--- config.mk ---
export PLATFORM = sky130hd
export DESIGN_NAME = enybul_app
export DESIGN_NICKNAME = d
export VERILOG_FILES = /design/src/rtl/enytank_pkg.sv /design/src/rtl/enybul_app_step_divider.sv /design/src/rtl/enybul_app.sv
export SDC_FILE = /design/constraint.sdc
export NUM_CORES = 1
export LEC_CHECK = 0
export ABC_AREA = 1
export BUFFER_PORTS_ARGS = -buffer_cell sky130_fd_sc_hd__buf_2
export CORE_MARGIN = 2
export CORE_UTILIZATION = 43
export DETAILED_ROUTE_END_ITERATION = 7
export GPL_TIMING_DRIVEN = 0
export PLACE_DENSITY = 0.66
export SYNTH_ARGS = -nofsm -noshare
export SYNTH_HDL_FRONTEND = slang
export SYNTH_SLANG_ARGS = --single-unit
--- constraint.sdc ---
create_clock -name clk -period 2.6 [get_ports clk]
set_input_delay 0.52 -clock clk [delete_from_list [all_inputs] [get_ports clk]]
set_output_delay 0.52 -clock clk [all_outputs]
set_load 0.005 [all_outputs]
--- src/rtl/enytank_pkg.sv ---
// Shared definitions for the enemy tank / enemy bullet logic:
// direction codes, grid defaults and the bullet state encoding.
package enytank_pkg;

  localparam logic [1:0] DIR_UP    = 2'b00;
  localparam logic [1:0] DIR_DOWN  = 2'b01;
  localparam logic [1:0] DIR_LEFT  = 2'b10;
  localparam logic [1:0] DIR_RIGHT = 2'b11;

  localparam int X_MAX_DEF      = 16;
  localparam int Y_MAX_DEF      = 20;
  localparam int STEP_TICKS_DEF = 1;

  typedef enum logic [1:0] {
    ST_IDLE = 2'd0,
    ST_LOAD = 2'd1,
    ST_FLY  = 2'd2,
    ST_END  = 2'd3
  } bul_state_e;

  function automatic logic pos_match(input logic [4:0] ax, input logic [4:0] ay,
                                     input logic [4:0] bx, input logic [4:0] by);
    return (ax == bx) && (ay == by);
  endfunction

endpackage

--- src/rtl/enybul_app_step_divider.sv ---
// Step divider: counts enabled step_tick strobes and emits a one-cycle
// move strobe on every STEP_TICKS-th one. Synchronous clear restarts the count.
module step_divider
  import enytank_pkg::*;
#(
  parameter int STEP_TICKS = STEP_TICKS_DEF
) (
  input  logic clk,
  input  logic rst_n,
  input  logic clr,
  input  logic en,
  input  logic step_tick,
  output logic move_stb
);

  localparam logic [3:0] TERM = 4'(STEP_TICKS - 1);

  logic [3:0] cnt_q, cnt_d;

  // Tick counter register.
  always_ff @(posedge clk or negedge rst_n) begin
    if (!rst_n) cnt_q <= 4'd0;
    else        cnt_q <= cnt_d;
  end

  // Count enabled ticks; wrap to zero on the tick that completes a period.
  always_comb begin
    move_stb = en && step_tick && (cnt_q == TERM);
    cnt_d    = cnt_q;
    if (clr)                  cnt_d = 4'd0;
    else if (en && step_tick) cnt_d = move_stb ? 4'd0 : cnt_q + 4'd1;
  end

endmodule

--- src/rtl/enybul_app.sv ---
// Enemy bullet engine. Accepts a fire request from a live enemy tank, latches
// its position and direction, steps one cell per move period and reports
// busy / player-hit back to the game logic.
//
// state | meaning
// IDLE  | no bullet; waiting for fire_req with tank_alive
// LOAD  | position latched; one cycle, checks point-blank hit
// FLY   | bullet moving; hit check has priority over the step
// END   | one cycle; pulses mytank_hit if entered via hit
module enybul_app
  import enytank_pkg::*;
#(
  parameter int X_MAX      = X_MAX_DEF,
  parameter int Y_MAX      = Y_MAX_DEF,
  parameter int STEP_TICKS = STEP_TICKS_DEF
) (
  input  logic       clk,
  input  logic       rst_n,
  input  logic       step_tick,
  input  logic       fire_req,
  input  logic       tank_alive,
  input  logic [4:0] tank_xpos,
  input  logic [4:0] tank_ypos,
  input  logic [1:0] tank_dir,
  input  logic [4:0] mytank_xpos,
  input  logic [4:0] mytank_ypos,
  output logic       bul_busy,
  output logic [4:0] bul_x,
  output logic [4:0] bul_y,
  output logic [1:0] bul_dir,
  output logic       mytank_hit
);

  bul_state_e state_q, state_d;
  logic [4:0] bul_x_q, bul_x_d;
  logic [4:0] bul_y_q, bul_y_d;
  logic [1:0] bul_dir_q, bul_dir_d;
  logic       hit_q, hit_d;
  logic       at_player;
  logic       move_stb;

  assign at_player = pos_match(bul_x_q, bul_y_q, mytank_xpos, mytank_ypos);

  // Ticks only count while flying and not hitting; any other state restarts the period.
  step_divider #(.STEP_TICKS(STEP_TICKS)) u_step_div (
    .clk      (clk),
    .rst_n    (rst_n),
    .clr      (state_q != ST_FLY),
    .en       ((state_q == ST_FLY) && !at_player),
    .step_tick(step_tick),
    .move_stb (move_stb)
  );

  // State and bullet registers.
  always_ff @(posedge clk or negedge rst_n) begin
    if (!rst_n) begin
      state_q   <= ST_IDLE;
      bul_x_q   <= 5'd0;
      bul_y_q   <= 5'd0;
      bul_dir_q <= DIR_UP;
      hit_q     <= 1'b0;
    end else begin
      state_q   <= state_d;
      bul_x_q   <= bul_x_d;
      bul_y_q   <= bul_y_d;
      bul_dir_q <= bul_dir_d;
      hit_q     <= hit_d;
    end
  end

  // Next state and bullet position; edge checks use the pre-move position.
  always_comb begin
    state_d   = state_q;
    bul_x_d   = bul_x_q;
    bul_y_d   = bul_y_q;
    bul_dir_d = bul_dir_q;
    hit_d     = 1'b0;
    case (state_q)
      ST_IDLE: begin
        if (fire_req && tank_alive) begin
          state_d   = ST_LOAD;
          bul_x_d   = tank_xpos;
          bul_y_d   = tank_ypos;
          bul_dir_d = tank_dir;
        end
      end
      ST_LOAD: begin
        if (at_player) begin
          state_d = ST_END;
          hit_d   = 1'b1;
        end else begin
          state_d = ST_FLY;
        end
      end
      ST_FLY: begin
        if (at_player) begin
          state_d = ST_END;
          hit_d   = 1'b1;
        end else if (move_stb) begin
          case (bul_dir_q)
            DIR_UP:    if (bul_y_q == 5'd0)        state_d = ST_END; else bul_y_d = bul_y_q - 5'd1;
            DIR_DOWN:  if (bul_y_q == 5'(Y_MAX))   state_d = ST_END; else bul_y_d = bul_y_q + 5'd1;
            DIR_LEFT:  if (bul_x_q == 5'd0)        state_d = ST_END; else bul_x_d = bul_x_q - 5'd1;
            default:   if (bul_x_q == 5'(X_MAX))   state_d = ST_END; else bul_x_d = bul_x_q + 5'd1;
          endcase
        end
      end
      ST_END:  state_d = ST_IDLE;
      default: state_d = ST_IDLE;
    endcase
  end

  // Outputs decoded from state and registers.
  always_comb begin
    bul_busy   = (state_q != ST_IDLE);
    mytank_hit = (state_q == ST_END) && hit_q;
    bul_x      = bul_x_q;
    bul_y      = bul_y_q;
    bul_dir    = bul_dir_q;
  end

endmodule

==> reports/metrics.sh <==
SETUP_VIOLATIONS=0
CTS_ROOT_BUF='sky130_fd_sc_hd__clkbuf_8'
TRITONCTS='done'
MAIN_AREA_CONTRIBUTORS_AFTER_SYNTHESIS='sky130_fd_sc_hd__dfrtp_1 28%, sky130_fd_sc_hd__nand2_1 19%, sky130_fd_sc_hd__ha_1 9.7%, sky130_fd_sc_hd__inv_1 7.6%, sky130_fd_sc_hd__nand3_1 6.2%'
CELLLEAKAGEPOWER_nW=1.140
SYN_AREA_MM2=0.001684
WORST_PIN_SLEW_NS=0.4807
DRT_WL_TOTAL_UM=3822
HOLD_CLASS='in -> async'
INITIAL_CORE_UTIL=0.4532
ANTENNA_CELLS_INSERTED=0
YS_TYPES=30
SETUP.WORST_PATH.START_CLASS='flop'
FIRST_GLOBAL_VIAS=1478
GRT_SETUP_UNREPAIRED='false'
NUMBER_OF_ANTENNA_VIOLATIONS_AT_THE_FIRST_CHECK_IN_GLOBAL_ROUTING=0
SYNTH_ENABLE_FLOP_CELLS=0
WORST_REG_TO_REG_PATH_CELL_COUNT=12
POST-SYNTH-TOP-AREA-FRACTION=0.2823
DPL.CELL_COUNT=333
CLOCK-SINKS=19
POSTSYNTH.ASYNCRESETSHARE=1.000
POSTCTSSETUPREPAIRBUFS=0
CP.REQUIRED_NS=2.75
FIN_SETUP_TNS_NS=0
GRT_PASS1_WL_UM=6630
DETAIL_ROUTE.WL_PER_CELL_UM=11.34
STARTING_DRT_DRC_COUNT=67
MAXCAPVIOLATIONS=0
IR_DROP_mV=0.5010
STARTPOINT='bul_dir[0]'
FINAL_STD_CELLS_W_O_FILL=337
NUM_IO_PINS=41
COMMONEST_REGISTER_CELL_AFTER_SYNTHESIS='sky130_fd_sc_hd__dfrtp_1'
ROWS=22
CTS-HTREE-LEVELS=1
SYNTH.TOP_CELLS.BY_COUNT='85 x sky130_fd_sc_hd__nand2_1, 34 x sky130_fd_sc_hd__inv_1, 21 x sky130_fd_sc_hd__nand3_1'
PORTBUFFERS=40
FINALMAXSLEWVIOLATIONS=0
DIE_HEIGHT_UM=66.58
WORSTSETUPENDPOINTTYPE='flop'
POSTCTSRESIZEDCELLS=0
HOLD_VIOL_FINAL=0
DRIVE_GT1_FRAC=0.2042
POST-ROUTE-DRC-COUNT=0
FMAXACHIEVABLE_MHz=472.5
DIE-WIDTH_UM=66.58
GLOBALROUTEOVERFLOWTOTAL=0
WORST_SKEW_PAIR.LATE_LATENCY_NS=0.25
CTS_INSERTED_BUFFERS=3
HOLD_BUFFERS=0
CRITICAL_PATH_CLASS='reg -> reg'
POSTSYNTHNETCOUNT=287
DIE_AREA_MM2=0.004433
GRT_START_MAX_NET_PINS=20
TIMING.CRITICAL_PATH.ARRIVAL_NS=2.26
CRIT_PATH_TO='bul_y[4]'
R2R-END='bul_y[4]'
REG_TO_REG_START='bul_dir[0]'
ANTENNA_VIOLATING_NETS_POST_ROUTE=0
YOSYSSEQAREASHARE=0.2823
SYNTHTOLAYOUTAREAGROWTH_PCT=18.13
STATUS='finished, final reports clean'
SYNTH.FF_LATCH_COUNT=19
FINAL_NET_COUNT=332
SYNTH.MOST_COMMON_CELL='sky130_fd_sc_hd__nand2_1'
SYN-MEAN-INSTANCE-AREA_UM2=6.874
POWER.DENSITY_mW_PER_MM2=1089
OVERALL_VIA_COUNT_FROM_DETAIL_ROUTE=1629
NUMBER_OF_VIAS_PER_CELL=4.834
CLK_PIN_SLEW_WORST_PATHS_NS=0.07
CLOCK-SKEW-FINAL_NS=0.001000
FIRSTDRTPASSITERS=6
FINALCRITPERIODSHARE=0.8141
GR-USAGE-ALL-LAYERS=0.1930
HPWL_UM=3000
GLOBALPLACE.CONGESTION=0.8067
R2R_SLACK_NS=0.48
SYNTHESIS.INSTANCES=245
SYNTH.LARGEST_AREA_CELL='sky130_fd_sc_hd__dfrtp_1'
CTS.PATH.MAX_BUFFERS=2
TIMING.SLEW.HEADROOM=0.6796
CRITICAL_PATH.MAX_FANOUT=4
POSTLAYOUTCOREUTIL=0.5354
FP.COREAREA_MM2=0.003716
HOLD_SLACK_NS=0.2113
FINALCRITICALPERIOD_NS=2.117
YOSYSWARNINGCOUNT=0
[cells in the final DEF (no fill, tap or decap)]
cell type	count
sky130_fd_sc_hd__fa_1	2
sky130_fd_sc_hd__inv_1	34
sky130_fd_sc_hd__or2_1	1
sky130_fd_sc_hd__xnor2_1	4
sky130_fd_sc_hd__o31ai_1	2
sky130_fd_sc_hd__nor3_4	1
sky130_fd_sc_hd__ha_1	13
sky130_fd_sc_hd__nor2_1	12
sky130_fd_sc_hd__a21oi_1	8
sky130_fd_sc_hd__nand4_4	1
sky130_fd_sc_hd__inv_2	2
sky130_fd_sc_hd__nand3_1	21
sky130_fd_sc_hd__nand4_1	3
sky130_fd_sc_hd__mux2_2	1
sky130_fd_sc_hd__buf_2	41
sky130_fd_sc_hd__o21ai_1	1
sky130_fd_sc_hd__nand2_1	85
sky130_fd_sc_hd__buf_6	1
sky130_fd_sc_hd__dfrtp_1	19
sky130_fd_sc_hd__o21ai_2	1
sky130_fd_sc_hd__nand2_4	2
sky130_fd_sc_hd__nor2_4	1
sky130_fd_sc_hd__nand2_2	1
sky130_fd_sc_hd__a211oi_1	1
sky130_fd_sc_hd__xor2_1	5
sky130_fd_sc_hd__nor3_1	1
sky130_fd_sc_hd__nor2_2	3
sky130_fd_sc_hd__clkbuf_1	3
sky130_fd_sc_hd__nand3_2	1
sky130_fd_sc_hd__clkbuf_8	3
sky130_fd_sc_hd__o21ai_0	15
[through the flow]
step                total power, mW  instance area (um2)  setup WS, ns
floorplan                     1.578                 1684        0.7685
global placement              1.953                 1944        0.4394
detailed placement            1.960                 1944        0.4780
CTS                           2.181                 1989        0.4644
global route                  2.454                 1989        0.2338
finish                        2.167                 1989        0.4834
[how the worst min path moves through the flow]
stage	start	end	slack, ns	cells past startpoint
after detailed placement	rst_n	bul_y[0]	0.50	1
after global routing	rst_n	bul_dir[1]	0.25	1
after CTS	rst_n	bul_y[0]	0.23	1
final	rst_n	bul_y[3]	0.21	1
after floorplan	rst_n	bul_dir[0]	0.22	0
after global placement	rst_n	bul_y[0]	0.50	1
[routing by layer]
layer,part of all wire,GRT usage
met1,0.52,0.2823
met2,0.44,0.3125
met3,0.041,0.01351
met5,0,0
met4,0.0071,0.03827
[sequential cells by signal, summed over array words and instances, names as in the netlist]
signal            flops
bul_dir               2
bul_x                 5
bul_y                 5
hit_q                 1
state_q               2
u_step_div.cnt_q      4
[where the power goes]
| group | internal (mW) | switching, mW | total [mW] |
|---|---|---|---|
| registers | 0.405 | 0.176 | 0.581 |
| logic | 0.543 | 0.835 | 1.38 |
| clock network | 0.109 | 0.0992 | 0.208 |
| total | 1.06 | 1.11 | 2.17 |
[worst max-delay path, cell delays in order, from the launching register on]
cell,delay [ns]
sky130_fd_sc_hd__dfrtp_1,0.39
sky130_fd_sc_hd__inv_1,0.09
sky130_fd_sc_hd__nor2_1,0.31
sky130_fd_sc_hd__inv_1,0.16
sky130_fd_sc_hd__ha_1,0.34
sky130_fd_sc_hd__nand2_1,0.07
sky130_fd_sc_hd__nor2_1,0.04
sky130_fd_sc_hd__a211oi_1,0.25
sky130_fd_sc_hd__a21oi_1,0.10
sky130_fd_sc_hd__o21ai_0,0.10
sky130_fd_sc_hd__nand2_1,0.06
sky130_fd_sc_hd__nand3_1,0.07
sky130_fd_sc_hd__nand2_1,0.05
[cells by family (layout without fill, tap and decap cells)]
| family | count (synthesis) | in the layout | synth area share |
|---|---|---|---|
| buffers and inverters | 40 | 84 | 0.09435 |
| AOI/OAI and AO/OA | 28 | 28 | 0.08989 |
| adders and majority gates | 15 | 15 | 0.1204 |
| muxes | 1 | 1 | 0.006686 |
| and+or+nand+nor | 133 | 133 | 0.3596 |
| xor gates and xnor gates | 9 | 9 | 0.04680 |
| DFF | 19 | 19 | 0.2823 |
[layout make-up]
cell class | instances | area (um2)
plain buffers | 4 | 23.77
clock buffers | 4 | 45.04
fillers | 394 | 1727
inverters | 36 | 135.1
multi-input cells | 186 | 1050
flip-flops and latches | 19 | 475.5
well taps | 48 | 60.06
repair buffers | 40 | 200.2
Note: power is estimated with default switching activity, not from simulation.
